<file path="config.mk">
export PLATFORM = sky130hd
export DESIGN_NAME = multicycle_alu_flat
export DESIGN_NICKNAME = d
export VERILOG_FILES = /design/src/rtl/multicycle_alu_if.sv /design/src/rtl/multicycle_alu.sv /design/src/flat_wrapper.sv
export SDC_FILE = /design/constraint.sdc
export NUM_CORES = 1
export LEC_CHECK = 0
export CELL_PAD_IN_SITES_DETAIL_PLACEMENT = 0
export CELL_PAD_IN_SITES_GLOBAL_PLACEMENT = 2
export CORE_UTILIZATION = 37
export DETAILED_ROUTE_END_ITERATION = 7
export PLACE_DENSITY_LB_ADDON = 0.25
export REMOVE_ABC_BUFFERS = 1
export SLEW_MARGIN = 20
export SYNTH_ARGS = -nofsm -noshare
export SYNTH_HDL_FRONTEND = slang
export SYNTH_SLANG_ARGS = --single-unit
</file>
<file path="constraint.sdc">
create_clock -name clk -period 7.6 [get_ports clk]
set_input_delay 1.52 -clock clk [delete_from_list [all_inputs] [get_ports clk]]
set_output_delay 1.52 -clock clk [all_outputs]
set_load 0.01 [all_outputs]
</file>
<file path="src/rtl/multicycle_alu_if.sv">
`default_nettype none
// ============================================================================
// Module   : multicycle_alu_if
// Brief    : Request/result bundle between a requester and multicycle_alu.
// Revision : 1.0 - initial release
// ============================================================================
interface multicycle_alu_if #(
  parameter int WIDTH = 32
);
  logic             Start;
  logic [3:0]       ALUOperation;
  logic [WIDTH-1:0] A;
  logic [WIDTH-1:0] B;
  logic             Busy;
  logic             Done;
  logic [WIDTH-1:0] ALUResult;
  logic             Zero;
  logic             Jr;
  logic [WIDTH-1:0] HI;
  logic [WIDTH-1:0] LO;
  logic             DivByZero;

  // Requester side: issues operations, observes results.
  modport master (
    output Start, ALUOperation, A, B,
    input  Busy, Done, ALUResult, Zero, Jr, HI, LO, DivByZero
  );

  // ALU side: accepts operations, produces results.
  modport slave (
    input  Start, ALUOperation, A, B,
    output Busy, Done, ALUResult, Zero, Jr, HI, LO, DivByZero
  );
endinterface
`default_nettype wire

</file>
<file path="src/rtl/multicycle_alu.sv">
`default_nettype none
// ============================================================================
// Module   : multicycle_alu
// Brief    : ALU with single-cycle logic/arith/shift ops plus iterative
//            unsigned shift-add MULT and restoring DIV (one bit per cycle).
// Revision : 1.0 - initial release
// ============================================================================
module multicycle_alu #(
  parameter int WIDTH = 32
) (
  input  logic            clk,
  input  logic            reset,
  multicycle_alu_if.slave bus
);

  localparam int c_sw = $clog2(WIDTH);
  localparam int c_cw = $clog2(WIDTH) + 1;

  localparam logic [3:0] c_op_and  = 4'b0000;
  localparam logic [3:0] c_op_or   = 4'b0001;
  localparam logic [3:0] c_op_lui  = 4'b0010;
  localparam logic [3:0] c_op_add  = 4'b0011;
  localparam logic [3:0] c_op_sll  = 4'b0100;
  localparam logic [3:0] c_op_nor  = 4'b0101;
  localparam logic [3:0] c_op_srl  = 4'b0110;
  localparam logic [3:0] c_op_sub  = 4'b0111;
  localparam logic [3:0] c_op_jr   = 4'b1000;
  localparam logic [3:0] c_op_mult = 4'b1001;
  localparam logic [3:0] c_op_div  = 4'b1010;

  typedef enum logic [1:0] {
    S_IDLE = 2'd0,
    S_BUSY = 2'd1,
    S_DONE = 2'd2
  } state_t;

  state_t           r_state;
  state_t           w_state_nxt;

  // Iteration working set: r_acc is the running HI half (partial product or
  // partial remainder), r_q the running LO half (multiplier bits / quotient).
  logic [c_cw-1:0]  r_count;
  logic             r_is_div;
  logic [WIDTH-1:0] r_acc;
  logic [WIDTH-1:0] r_q;
  logic [WIDTH-1:0] r_opnd;

  // Architecturally visible results, only written on entry to DONE.
  logic [WIDTH-1:0] r_result;
  logic [WIDTH-1:0] r_hi;
  logic [WIDTH-1:0] r_lo;
  logic             r_jr;
  logic             r_dbz;

  logic             w_accept;
  logic             w_is_mult;
  logic             w_is_div;
  logic             w_b_zero;
  logic             w_go_busy;
  logic [c_sw-1:0]  w_shamt;
  logic [WIDTH-1:0] w_single;

  logic [WIDTH:0]   w_sum;
  logic [WIDTH:0]   w_shift;
  logic             w_ge;
  logic [WIDTH-1:0] w_diff;
  logic [WIDTH-1:0] w_acc_nxt;
  logic [WIDTH-1:0] w_q_nxt;

  assign w_accept  = bus.Start && (r_state != S_BUSY);
  assign w_is_mult = (bus.ALUOperation == c_op_mult);
  assign w_is_div  = (bus.ALUOperation == c_op_div);
  assign w_b_zero  = (bus.B == '0);
  assign w_go_busy = w_is_mult || (w_is_div && !w_b_zero);
  assign w_shamt   = bus.B[c_sw-1:0];

  // Result of every operation that completes in the accepting cycle.
  always_comb begin
    w_single = '0;
    case (bus.ALUOperation)
      c_op_and: w_single = bus.A & bus.B;
      c_op_or:  w_single = bus.A | bus.B;
      c_op_lui: w_single = {bus.B[WIDTH/2-1:0], {(WIDTH/2){1'b0}}};
      c_op_add: w_single = bus.A + bus.B;
      c_op_sll: w_single = bus.A << w_shamt;
      c_op_nor: w_single = ~(bus.A | bus.B);
      c_op_srl: w_single = bus.A >> w_shamt;
      c_op_sub: w_single = bus.A - bus.B;
      c_op_jr:  w_single = bus.A;
      default:  w_single = '0;
    endcase
  end

  // One iteration step: shift-add for MULT, compare-subtract for DIV.
  always_comb begin
    w_sum     = {1'b0, r_acc} + (r_q[0] ? {1'b0, r_opnd} : '0);
    w_shift   = {r_acc, r_q[WIDTH-1]};
    w_ge      = (w_shift >= {1'b0, r_opnd});
    // Only used when w_ge holds, so the true difference fits in WIDTH bits.
    w_diff    = w_shift[WIDTH-1:0] - r_opnd;
    w_acc_nxt = w_sum[WIDTH:1];
    w_q_nxt   = {w_sum[0], r_q[WIDTH-1:1]};
    if (r_is_div) begin
      w_acc_nxt = w_ge ? w_diff : w_shift[WIDTH-1:0];
      w_q_nxt   = {r_q[WIDTH-2:0], w_ge};
    end
  end

  // State register.
  always_ff @(posedge clk) begin
    if (!reset) r_state <= S_IDLE;
    else        r_state <= w_state_nxt;
  end

  // Next-state decode.
  always_comb begin
    w_state_nxt = r_state;
    case (r_state)
      S_IDLE, S_DONE: begin
        if (w_accept) w_state_nxt = w_go_busy ? S_BUSY : S_DONE;
        else          w_state_nxt = S_IDLE;
      end
      S_BUSY: begin
        if (r_count == c_cw'(1)) w_state_nxt = S_DONE;
      end
      default: w_state_nxt = S_IDLE;
    endcase
  end

  // Operand capture, iteration and result registers.
  always_ff @(posedge clk) begin
    if (!reset) begin
      r_count  <= '0;
      r_is_div <= 1'b0;
      r_acc    <= '0;
      r_q      <= '0;
      r_opnd   <= '0;
      r_result <= '0;
      r_hi     <= '0;
      r_lo     <= '0;
      r_jr     <= 1'b0;
      r_dbz    <= 1'b0;
    end else if (r_state == S_BUSY) begin
      r_acc   <= w_acc_nxt;
      r_q     <= w_q_nxt;
      r_count <= r_count - c_cw'(1);
      if (r_count == c_cw'(1)) begin
        r_hi     <= w_acc_nxt;
        r_lo     <= w_q_nxt;
        r_result <= w_q_nxt;
        r_jr     <= 1'b0;
        if (r_is_div) r_dbz <= 1'b0;
      end
    end else if (w_accept) begin
      if (w_go_busy) begin
        r_is_div <= w_is_div;
        r_acc    <= '0;
        r_q      <= bus.A;
        r_opnd   <= bus.B;
        r_count  <= c_cw'(WIDTH);
      end else if (w_is_div) begin
        // Division by zero completes immediately with a saturated quotient.
        r_lo     <= '1;
        r_hi     <= bus.A;
        r_result <= '1;
        r_dbz    <= 1'b1;
        r_jr     <= 1'b0;
      end else begin
        r_result <= w_single;
        r_jr     <= (bus.ALUOperation == c_op_jr);
      end
    end
  end

  assign bus.Busy      = (r_state == S_BUSY);
  assign bus.Done      = (r_state == S_DONE);
  assign bus.ALUResult = r_result;
  assign bus.Zero      = (r_result == '0);
  assign bus.Jr        = r_jr;
  assign bus.HI        = r_hi;
  assign bus.LO        = r_lo;
  assign bus.DivByZero = r_dbz;

endmodule
`default_nettype wire

</file>
<file path="src/flat_wrapper.sv">
// flat-port wrapper written by rule: the top's interface ports become plain ports
module multicycle_alu_flat 
#(
  parameter int WIDTH = 32
)
  (clk, reset, bus_Start, bus_ALUOperation, bus_A, bus_B, bus_Busy, bus_Done, bus_ALUResult, bus_Zero, bus_Jr, bus_HI, bus_LO, bus_DivByZero);
  multicycle_alu_if #(.WIDTH(WIDTH)) bus_i ();
  input  logic clk;
  input  logic reset;
  input wire logic [$bits(bus_i.Start)-1:0] bus_Start;
  input wire logic [$bits(bus_i.ALUOperation)-1:0] bus_ALUOperation;
  input wire logic [$bits(bus_i.A)-1:0] bus_A;
  input wire logic [$bits(bus_i.B)-1:0] bus_B;
  output wire logic [$bits(bus_i.Busy)-1:0] bus_Busy;
  output wire logic [$bits(bus_i.Done)-1:0] bus_Done;
  output wire logic [$bits(bus_i.ALUResult)-1:0] bus_ALUResult;
  output wire logic [$bits(bus_i.Zero)-1:0] bus_Zero;
  output wire logic [$bits(bus_i.Jr)-1:0] bus_Jr;
  output wire logic [$bits(bus_i.HI)-1:0] bus_HI;
  output wire logic [$bits(bus_i.LO)-1:0] bus_LO;
  output wire logic [$bits(bus_i.DivByZero)-1:0] bus_DivByZero;
  assign bus_i.Start = bus_Start;
  assign bus_i.ALUOperation = bus_ALUOperation;
  assign bus_i.A = bus_A;
  assign bus_i.B = bus_B;
  assign bus_Busy = bus_i.Busy;
  assign bus_Done = bus_i.Done;
  assign bus_ALUResult = bus_i.ALUResult;
  assign bus_Zero = bus_i.Zero;
  assign bus_Jr = bus_i.Jr;
  assign bus_HI = bus_i.HI;
  assign bus_LO = bus_i.LO;
  assign bus_DivByZero = bus_i.DivByZero;
  multicycle_alu #(.WIDTH(WIDTH)) u_core (.clk(clk), .reset(reset), .bus(bus_i));
endmodule
</file>
# Yosys cells after proc, flatten, opt, wreduce, memory -nomap -nowiden
# Index checks and enable logic that the tools add are counted.
# totals
ff_bits,203
latchBits,0
ram_bits,0
rom_bits,0
inputBits,71
out_inout_bits,101
wordCells,100
memories,0
# classes
addsub,5
mul,0
div_mod_pow,0
n_lt_le_gt_ge,1
eq_ne,17
n_shift,2
n_mux,43
bitwise,4
reduce_logical,17
# op_table
op,n
32-bit two-way mux,24
32-bit one-hot mux with 9 select lines,1
32-bit logical NOT,2
32-bit subtractor,2
32-bit by 33-bit adder with 33-bit output,1
33-bit by 32-bit greater-or-equal comparator with 1-bit output,1
32-bit adder,1
32-bit AND,1
32-bit NOT,1
32-bit OR,1
32-bit by 5-bit << shifter with 32-bit output,1
32-bit by 5-bit >> shifter with 32-bit output,1
6-bit two-way mux,3
4-bit by 3-bit equality test with 1-bit output (second input constant),4
4-bit equality test (second input constant),3
1-bit two-way mux,11
4-bit by 2-bit equality test with 1-bit output (second input constant),2
6-bit by 1-bit equality test with 1-bit output (second input constant),1
2-bit two-way mux,3
2-bit by 1-bit inequality test with 1-bit output (second input constant),3
3-bit AND reduction,2
2-bit nonzero test,3
6-bit by 1-bit subtractor with 6-bit output (second input constant),1
5-bit AND reduction,1
14 further kinds,15

# Longest topological paths before layout
# depth
word_depth,7
ltp_mapped,22
ltp_nobuf,17

# Worst setup path after synthesis
# No wires, ideal clock.
# synth_timing
kind,input -> register
from,in bus_B[0]
to,"reg u_core.r_result[24], in the netlist u_core.bus.ALUResult[24]"
arrival_time_ns,5.232
path_slack_ns,2.254
stages,20
cell_sequence,buf_2 > buf_4 > inv_2 > buf_2 > ha_1 > nor2b_1 > and4_1 > buf_4 > nor4b_4 > nor2_1 > xnor2_1 > ha_1 > clkbuf_1 > mux2_2 > a21oi_1 > o311ai_0 > a221oi_1 > o21ai_0 > a32o_1 > a21o_1
# synth_via
elab_chain_cells,6
# synth_lines
item,line_no,source
from (decl),flat_wrapper.sv:13,input wire logic [$bits(bus_i.B)-1:0] bus_B;
32-bit subtractor (tied with other cells),multicycle_alu.sv:88,c_op_sub: w_single = bus.A - bus.B;
32-bit one-hot mux with 9 select lines or 1-bit logical NOT (tied branches),"multicycle_alu.sv:80, multicycle_alu.sv:74",
32-bit two-way mux or 1-bit logical AND (tied branches),"multicycle_alu.sv:161, multicycle_alu.sv:74",
32-bit two-way mux or 1-bit logical OR (tied branches),"multicycle_alu.sv:155, multicycle_alu.sv:74",
32-bit two-way mux or 2-bit inequality test (tied branches),-,
32-bit two-way mux or 3-bit AND reduction (tied branches),-,
to (signal assigned),multicycle_alu.sv:150,r_result <= w_q_nxt;
to (signal assigned),multicycle_alu.sv:169,r_result <= w_single;
to (decl),multicycle_alu.sv:49,logic [WIDTH-1:0] r_result;
# Several ways; a longest one is shown, not always the timed one. The select of a mux whose other input is x is not followed.
# A chain may end at the register's enable or synchronous reset.

# Worst setup path after layout
# layout_timing
from,in bus_B[0]
to,"reg u_core.r_result[29], in the netlist u_core.bus.ALUResult[29]"
# The elaborated chain is that of the path after synthesis.

==> flow_summary.yaml <==
logic_synthesis:
  synthSimpleGateAreaFrac: 0.225
  synthFlopType: "dfxtp_1"
  synthAdderAreaFrac: 0.0675
  synth_top_family_by_area: "compound AO/OA/AOI/OAI gates"
  yosys_warnings: 0
  synthXorXnorAreaFrac: 0.0473
  synth_compound_area_frac: 0.290
  ys_seq_area_frac: 0.207
  synth_edf_count: 0
  synthMuxAreaShare: 0.0983
  syn_area_um2: 19600
  postSynthCellCount: 2747
  synth-seq-cells: 203
  ys_types: 82
  ys_async_sr_fraction: 0
  synth.avg_cell_area_um2: 7.14
timing:
  period_minus_slack_ns: 6.00
  tns_ns: 0
  relSlewSlack: 0.232
  setup_viol_count_final: 0
  fin_skew_ns: 0.0307
  tightest_slew_ns: 1.15
  rsz0062_at_grt: "false"
  timing.final.crit_share: 0.790
  timing.fmax_ghz: 0.167
  setup_slack_ns: 1.60
  finalHoldViolations: 0
  slew_violations: 0
pwr:
  p_int_mw: 2.38
  cellLeakagePower_nw: 8.44
  p_comb_frac: 0.319
  sequentialPowerShare: 0.306
  switchingPower_mw: 1.35
  totalPowerFinal_mw: 3.73
  powerDensity_nw_per_um2: 165
  sw_frac_of_total: 0.363
  p_clk_frac: 0.375
  ir_drop_uv: 182
worst_setup_path:
  critical-path-top-delay-family: "compound AO/OA/AOI/OAI gates"
  ff2ff_setup_slack_ns: 2.88
  slowest_delay_ns: 0.75
  reg2reg_from: "u_core.r_q[0]"
  r2r_cells: 13
  crit_type: "primary input to flip-flop"
  worstPathRequired_ns: 8.03
  slowest_stage: "a2111oi_0"
  end_kind: "flip-flop"
  critical_path_buf_inv_count: 2
  cp.depth: 17
  startpoint: "bus_B[0]"
  path_max_fanout: 24
  startpoint_type: "primary input"
  path_cells: "buf_4, inv_2, ha_1, nor2b_1, nand2_1, nor3_1, nor2_1, xnor2_1, ha_1, a2111oi_0, and2_1, o31ai_1, o211ai_1, nand2_1, a311oi_1, mux2i_1, o31ai_1"
  worstReg2RegEnd: "u_core.r_acc[29]"
  timing.critical_path.to: "u_core.bus.ALUResult[29]"
  worst_ep_arrival_time_ns: 6.43
final_layout:
  final_cell_area_um2: 22600
  fin_nets: 2937
  final_common_cell: "nand2_1"
  areaGrowthSynthToFinish_pct: 15.2
  multi_input_area_um2: 14300
  n_fill_cell: 5441
  seq_area_um2: 4070
  drive_gt1_frac: 0.0680
  layout_common_cells: "nand2_1, a21oi_1, nor2_1"
clock_network:
  htree_levels: 1
  cts_tree: "built"
  clockBufferDepth: 3
  cts_made_buffers: 26
  ctsHoldBuffers: 0
  clk_transition_reported_paths_ns: 0.06
  clock_latency_ns: 0.58
  cts_sinks: 203
  post_cts_buffers: 0
  cts_resized: 0
  root_buffer: "clkbuf_16"
run_status:
  status: "finished, final reports clean"
hold_path:
  hp-class: "flip-flop to flip-flop"
  min_path_cells: 2
grt:
  grt_max_degree: 69
  antenna_found_initial: 3
  grt_pass1_vias: 20491
  grt_usage: 0.349
  grt_pass1_wl_mm: 141
  grt_remaining_overflow: 0
floorplan:
  start_util: 0.374
  die_h_um: 232
  row_count: 84
  ios: 172
  dieArea_um2: 53900
  core-area_um2: 52400
  die_x_um: 232
place:
  gp_congestion: 1.02
  portBuffers: 171
  dpl_worst_slack_ns: 1.19
  dp_hpwl_mm: 71.1
  placed_area_um2: 21600
job:
  drv_cap: 0
drt:
  ant_nets: 0
  drc: 0
  drtIter0Drc: 2260
  vias_per_cell: 6.38
  vias: 22129
  wl_mm: 96.4
  wl_per_cell_um: 27.8
  drtPass1Iterations: 5
==> cell usage after synthesis, types with 38 or more instances <==
cell type	n	area [um^2]
nand2_1	354	1330
a21oi_1	328	1640
nor2_1	278	1040
dfxtp_1	203	4060
o21ai_0	193	966
clkbuf_1	161	604
ha_1	101	1260
mux2i_1	88	881
inv_1	81	304
nor3_1	71	355
xnor2_1	67	587
and2_1	46	288
a21o_1	45	338
a211oi_1	41	308
a31oi_1	39	244
mux4_2	39	878
nand3_1	39	195
xor2_1	39	342
o211ai_1	38	285
==> power groups by stage <==
stage                     registers [mW]  logic [mW]  clock network (mW)
final                               1.14        1.19                1.40
after global routing                1.15        1.26                1.45
after CTS                           1.14        1.16                1.42
after detailed placement            1.16        1.16                   0
after global placement              1.16        1.15                   0
after floorplan                     1.16       0.612                   0
==> flip-flops by register name, indices dropped and copies added, names as in the netlist <==
signal / cells
u_core.bus.DivByZero: 1
u_core.bus.ALUResult: 32
u_core.r_count: 6
u_core.bus.LO: 32
u_core.r_state: 2
u_core.r_acc: 32
u_core.bus.Jr: 1
u_core.r_opnd: 32
u_core.r_q: 32
u_core.bus.HI: 32
u_core.r_is_div: 1
==> area by class of cell <==
| type | count | share of cell area |
|---|---|---|
| Inverter | 84 | 0.0141 |
| Clock buffer | 34 | 0.0333 |
| Multi-Input combinational cell | 2226 | 0.634 |
| Sequential cell | 203 | 0.180 |
| Antenna cell | 1 | 0.000111 |
| Clock inverter | 11 | 0.00853 |
| Timing Repair Buffer | 221 | 0.0919 |
| Tap cell | 688 | 0.0381 |
==> worst min path at each step <==
stage	startpoint	to	slack, ns
final	u_core.bus.LO[23]	u_core.bus.LO[23]	0.46
after global routing	u_core.bus.LO[23]	u_core.bus.LO[23]	0.49
after CTS	u_core.bus.LO[23]	u_core.bus.LO[23]	0.46
after detailed placement	u_core.bus.LO[23]	u_core.bus.LO[23]	0.45
after global placement	u_core.bus.HI[6]	u_core.bus.HI[6]	0.44
after floorplan	u_core.r_state[1]	u_core.r_state[1]	0.41
==> worst register-to-register path: stages (launching register included) <==
cell      delay [ns]
dfxtp_1         0.30
buf_4           0.34
and2_1          0.21
ha_1            0.28
a21oi_1         0.15
nor2_1          0.06
o41ai_1         0.56
a21boi_0        0.38
a221oi_1        0.81
o21ai_1         0.37
a311oi_1        0.38
mux2_2          0.38
or3_1           0.31
a21oi_1         0.13
==> cell families (layout without fill, tap and decap cells) <==
family | after synthesis | count (layout)
muxes | 142 | 142
adders and majority gates | 104 | 104
AOI/OAI and AO/OA | 909 | 909
DFF | 203 | 203
and+or+nand+nor | 965 | 965
buffers and inverters | 318 | 350
other | 0 | 1
xor gates and xnor gates | 106 | 106
==> metal layers <==
layer	GRT usage	routed length (um)	vias up
li1	-	-	10035
met1	0.485	43000	10848
met3	0.0475	7130	209
met5	0	24	-
met2	0.538	41700	1033
met4	0.146	4520	4
==> through the flow <==
step / cells / hold slack (ns) / utilization
floorplan: 2513 / 0.410 / -
global placement: 3422 / 0.441 / 0.412
detailed placement: 3422 / 0.450 / 0.413
CTS: 3467 / 0.463 / 0.431
global route: 3467 / 0.485 / 0.431
finish: 3468 / 0.464 / 0.431
Power figures use the tool's default switching activity.
==> RTL change 1, RTL diff (same settings) <==
`WIDTH` is set to 32 in 3 places; all go to 16.
--- a/src/rtl/multicycle_alu_if.sv
+++ b/src/rtl/multicycle_alu_if.sv
@@ -5,7 +5,7 @@
 // Revision : 1.0 - initial release
 // ============================================================================
 interface multicycle_alu_if #(
-  parameter int WIDTH = 32
+  parameter int WIDTH = 16
 );
   logic             Start;
   logic [3:0]       ALUOperation;
--- a/src/rtl/multicycle_alu.sv
+++ b/src/rtl/multicycle_alu.sv
@@ -6,7 +6,7 @@
 // Revision : 1.0 - initial release
 // ============================================================================
 module multicycle_alu #(
-  parameter int WIDTH = 32
+  parameter int WIDTH = 16
 ) (
   input  logic            clk,
   input  logic            reset,
--- a/src/flat_wrapper.sv
+++ b/src/flat_wrapper.sv
@@ -1,7 +1,7 @@
 // flat-port wrapper written by rule: the top's interface ports become plain ports
 module multicycle_alu_flat 
 #(
-  parameter int WIDTH = 32
+  parameter int WIDTH = 16
 )
   (clk, reset, bus_Start, bus_ALUOperation, bus_A, bus_B, bus_Busy, bus_Done, bus_ALUResult, bus_Zero, bus_Jr, bus_HI, bus_LO, bus_DivByZero);
   multicycle_alu_if #(.WIDTH(WIDTH)) bus_i ();
Ports: changed (5 resized); port bits go from 172 to 92. The function was not compared with the original's and may differ.
==> RTL change 1 against the unedited design <==
- worst hold slack improved by 0.0080 ns
- clock power down 65%
- worst setup slack improved by 0.10 ns
- cell area decreased by 51%
- maximum frequency rose by 1.8%
- routed wire length fell by 61%
- power decreased by 59%
- clock skew down 0.020 ns
- sequential cell count shrank 97
- area after synthesis down 51%
- critical endpoint is now u_core.bus.ALUResult[12]$_SDFFE_PN0P_
==> RTL change 1: results (changes against the unedited design) <==
| Metric | Value |
|---|---|
| Status | complete, no violations |
| Final net count | 1399 (-52%) |
| H-Tree Depth | 3 (+2) |
| Lkg Pwr | 4.28 nW (-49%) |
| Worst reg2reg path depth | 11 (-2) |
| Port bufs | 91 (-47%) |
| Mapped Cells | 1284 (-53%) |
| Met1 GRT Util | 37.8% (-11 points) |
| Unique cell type count in the Yosys netlist | 80 (-2.4%) |
| Worst skew pair latency | 0.36 ns (-0.22 ns) |
| Highest metal used | met4 |
| Drt wl/cell | 22.9 um (-18%) |
| Crit path max-delay cell type | nor2_1 |
| GRT met2 Usage | 45.9% (-7.9 points) |
| Ranking of synthesized cells by area | dfxtp_1, ha_1, mux2i_1 |
| Synth cell count leaders | nand2_1, dfxtp_1, nor2_1 |
| Clock transition at path regs | 0.09 ns (+0.03 ns) |
| Crit path max fanout | 12 (-50%) |
| R2R Setup Slk | 3.89 ns (+1.01 ns) |
| First-pass GRT wire length | 56.3 mm (-60%) |
| WHS | 0.472 ns (+0.00797 ns) |
| Pre-CTS WS | 1.38 ns (+0.195 ns) |
| Fin cells | 1640 (-53%) |
| Routed met1 length | 16.8 mm (-61%) |
| Hpwl dp | 27.5 mm (-61%) |
| Terminus of the critical flop-to-flop path | u_core.bus.HI[14]$_SDFFE_PN0P_ |
| Total CTS buffers | 9 (-65%) |
| Yosys warnings | 0 (unchanged) |
| Design area | 0.0110 mm2 (-51%) |
| Clock buffer depth | 2 (-1) |
| Gpl congestion | 0.900 (-12%) |
| Initial antenna violation count | 0 (-3) |
| Grt met3 use | 3.10% (-1.7 points) |
| Slew headroom | 24.8% (+1.6 points) |
| Top_reg_cell synth | dfxtp_1 |
| Vias | 9892 (-55%) |
| RR Startpoint | u_core.r_q[0]$_SDFFE_PN0P_ |
| Total GRT Usage | 28.1% (-6.8 points) |
| Initial DRC Count | 889 (-61%) |
| Critical path arrival | 6.17 ns (-0.26 ns) |
| Pin count of the biggest net entering global routing | 88 (+28%) |
| Met2 WL post-DR | 17.2 mm (-59%) |
| IR Drop Worst-Case VDD | 0.0980 mV (-46%) |
| Worst Hold End | u_core.bus.ALUResult[7]$_SDFFE_PN0P_ |
| DRT Pass-1 Iters | 6 (+1) |
| Min-delay src | u_core.bus.ALUResult[7]$_SDFFE_PN0P_ |
| Worst Clk Skew | 0.0103 ns (-0.0204 ns) |
| Met3 wire length | 2.10 mm (-71%) |
| Sequential area share after synthesis | 22.0% (+1.3 points) |
==> RTL change 1: kinds of logic (layout without fill, tap and decap cells) <==
family                   count (synthesis)  count (layout)  synth area share [%]
AND/OR/NAND/NOR                        453             453                  23.3
AO/OA/AOI/OAI                          411             411                  28.5
buffers and inverters                  143             168                  6.27
flip-flops                             106             106                  22.0
multiplexers                            75              75                  8.85
adder cells (fa/ha/maj)                 56              56                  7.49
XOR/XNOR                                40              40                  3.63
other                                    0               1                     0
==> RTL change 1: final cells by class <==
class | instances | area (um2)
Tap cell | 330 | 413
Timing Repair Buffer | 107 | 1020
Sequential cell | 106 | 2120
Clock inverter | 7 | 80.1
Clock buffer | 9 | 225
Fill cell | 2692 | 14400
Multi-Input combinational cell | 1035 | 6940
Inverter | 45 | 169
Antenna cell | 1 | 2.50
==> RTL change 1: worst max path at each step <==
stage / start / endpoint / slack (ns) / cells past startpoint
detailed placement: bus_ALUOperation[0] / u_core.bus.ALUResult[12]$_SDFFE_PN0P_ / 1.38 / 14
finish: bus_ALUOperation[0] / u_core.bus.ALUResult[12]$_SDFFE_PN0P_ / 1.70 / 14
CTS: bus_ALUOperation[0] / u_core.bus.ALUResult[12]$_SDFFE_PN0P_ / 1.76 / 14
global placement: bus_ALUOperation[0] / u_core.bus.ALUResult[12]$_SDFFE_PN0P_ / 1.40 / 14
floorplan: bus_ALUOperation[1] / u_core.bus.ALUResult[12]$_SDFFE_PN0P_ / 2.99 / 14
global route: bus_ALUOperation[0] / u_core.bus.ALUResult[12]$_SDFFE_PN0P_ / 1.33 / 14
==> RTL change 1: power by group <==
group,internal [W],switching [W]
sequential,0.000575,0.0000171
clock,0.000235,0.000255
combinational,0.000183,0.000271
total,0.000993,0.000543
==> RTL change 2, RTL diff (config.mk and constraints unchanged) <==
Made on the original files. Re-encode `state_t` (3 states) as one-hot, 3 bits wide.
--- a/src/rtl/multicycle_alu.sv
+++ b/src/rtl/multicycle_alu.sv
@@ -28,10 +28,10 @@
   localparam logic [3:0] c_op_mult = 4'b1001;
   localparam logic [3:0] c_op_div  = 4'b1010;
 
-  typedef enum logic [1:0] {
-    S_IDLE = 2'd0,
-    S_BUSY = 2'd1,
-    S_DONE = 2'd2
+  typedef enum logic [2:0] {
+    S_IDLE = 3'b001,
+    S_BUSY = 3'b010,
+    S_DONE = 3'b100
   } state_t;
 
   state_t           r_state;
Formal check against the unedited RTL: no difference found for any inputs over 4 cycles, from zero or initial values and one cycle with reset low; so few cycles prove little.
==> RTL change 2 against the unedited design <==
- register-to-register slack better by 0.47 ns
- worst setup slack better by 0.11 ns
- cell area grew 0.63%
- highest routed layer unchanged
- sequential share of layout area hardly changed
- power fell by 5.2%
- area after synthesis grew 1.3%
- sequential cell count rose by 1
- utilization is essentially flat
- routed wire length down 3.7%
==> RTL change 2: results (changes against the unedited design) <==
| Metric | Value |
|---|---|
| Worst Hold End | u_core.bus.ALUResult[0]$_SDFFE_PN0P_ |
| First-pass GRT wire length | 136 mm (-2.9%) |
| Worst slew pin tran | 1.11 ns (-0.0392 ns) |
| Hpwl dp | 68.9 mm (-3.1%) |
| H-Tree Depth | 1 (unchanged) |
| Post-cts sizing count | 0 (unchanged) |
| R2R Setup Slk | 3.35 ns (+0.47 ns) |
| Status | complete, no violations |
| Unique cell type count in the Yosys netlist | 90 (+9.8%) |
| RR Startpoint | u_core.r_state[1]$_SDFFE_PN0P_ |
| WHS | 0.472 ns (+0.00828 ns) |
| Terminus of the critical flop-to-flop path | u_core.bus.HI[13]$_SDFFE_PN0P_ |
| Final net count | 2875 (-2.1%) |
| Min-delay src | u_core.bus.ALUResult[0]$_SDFFE_PN0P_ |
| Total GRT Usage | 33.3% (-1.6 points) |
| Pre-CTS WS | 1.13 ns (-0.0608 ns) |
| Worst skew pair latency | 0.58 ns (about the same) |
| Synth cell count leaders | nand2_1, nor2_1, a21oi_1 |
| Worst reg2reg path depth | 10 (-3) |
| Crit path max fanout | 17 (-29%) |
| FILL cells | 5517 (+1.4%) |
| IR Drop Worst-Case VDD | 0.156 mV (-15%) |
| Worst Clk Skew | 0.0392 ns (+0.00851 ns) |
| Starting Density | 37.7% (+0.26 points) |
| Vias | 21791 (-1.5%) |
| Initial DRC Count | 2207 (-2.3%) |
| Sequential area share after synthesis | 20.6% (-0.16 points) |
| Drt wl/cell | 27.2 um (-2.1%) |
| Gpl congestion | 0.980 (-3.9%) |
| FMAX | 170 MHz (+1.8%) |
| Layout cells sized above 1 | 9.04% (+2.2 points) |
| Max incr delay on CP | 0.86 ns (+0.11 ns) |
| Initial antenna violation count | 2 (-1) |
| Crit path max-delay cell type | clkdlybuf4s50_1 |
| Critical path arrival | 6.38 ns (-0.05 ns) |
| DRT Pass-1 Iters | 8 (+3) |
| Ranking of synthesized cells by area | dfxtp_1, a21oi_1, mux4_2 |
| CP top delay family | simple AND/OR/NAND/NOR gates |
| Total CTS buffers | 27 (+3.8%) |
==> RTL change 2: logic make-up (layout without fill, tap and decap cells) <==
kind of cell / after synthesis / in the layout / share of synthesized area (%)
buf+inv: 307 / 342 / 6.40
xor+xnor: 96 / 96 / 4.23
mux: 142 / 142 / 11.0
compound gates: 873 / 873 / 28.9
fa+ha+maj: 104 / 104 / 6.66
simple gates: 959 / 959 / 22.3
flops: 204 / 204 / 20.6
other cells: 0 / 1 / 0
==> RTL change 2: worst reg2reg max path: stages, from the launching register on <==
cell and delay (ns):
dfxtp_1 0.34, nor2b_1 0.31, nand2b_4 0.39, clkinv_1 0.52, and4_1 0.47, nor2_1 0.15
a21oi_4 0.50, nand2_1 0.64, or3_1 0.58, o21ai_0 0.11, a211oi_1 0.08
==> RTL change 2: routing by layer <==
layer	vias up	routed length (um)	GRT usage [%]
li1	9957	-	-
met1	10665	40800	46.8
met2	996	41100	51.5
met3	171	6940	4.06
met4	2	4010	13.3
met5	-	13	0
==> RTL change 2: cell type report <==
cell class,count,area [um2],share of cell area [%]
multi-input cells,2174,14600,64.0
flip-flops and latches,204,4090,18.0
repair buffers,217,2040,8.96
well taps,688,861,3.79
clock buffers,39,761,3.35
inverters,76,288,1.27
clock inverters,10,144,0.633
diodes,1,2.50,0.0110
==> RTL change 2: worst max path at each step <==
stage	from	end	slack, ns	cells past startpoint
after floorplan	u_core.r_state[1]$_SDFFE_PN0P_	u_core.bus.HI[0]$_SDFFE_PN0P_	-0.52	9
after global placement	bus_ALUOperation[1]	u_core.bus.ALUResult[30]$_SDFFE_PN0P_	1.22	15
after detailed placement	bus_ALUOperation[1]	u_core.bus.ALUResult[29]$_SDFFE_PN0P_	1.13	16
after CTS	bus_ALUOperation[1]	u_core.bus.ALUResult[30]$_SDFFE_PN0P_	1.72	15
after global routing	bus_ALUOperation[1]	u_core.bus.ALUResult[29]$_SDFFE_PN0P_	1.34	17
final	bus_ALUOperation[1]	u_core.bus.ALUResult[30]$_SDFFE_PN0P_	1.71	15
==> RTL change 2: where the power goes <==
| part | switching (W) | internal (W) | total (W) |
|---|---|---|---|
| logic | 0.000694 | 0.000388 | 0.00108 |
| registers | 0.0000271 | 0.00110 | 0.00112 |
| clock network | 0.000532 | 0.000797 | 0.00133 |
==> RTL change 2: through the flow <==
stage | util (%) | total power [W] | area (um2) | instances | TNS [ns]
2_1_floorplan | - | 0.00173 | 18900 | 2454 | -14.22
3_3_place_gp | 41.4 | 0.00221 | 21800 | 3359 | 0
3_5_place_dp | 41.4 | 0.00220 | 21800 | 3359 | 0
4_1_cts | 43.1 | 0.00353 | 22700 | 3408 | 0
5_1_grt | 43.1 | 0.00366 | 22700 | 3408 | 0
6_report | 43.1 | 0.00354 | 22700 | 3409 | 0
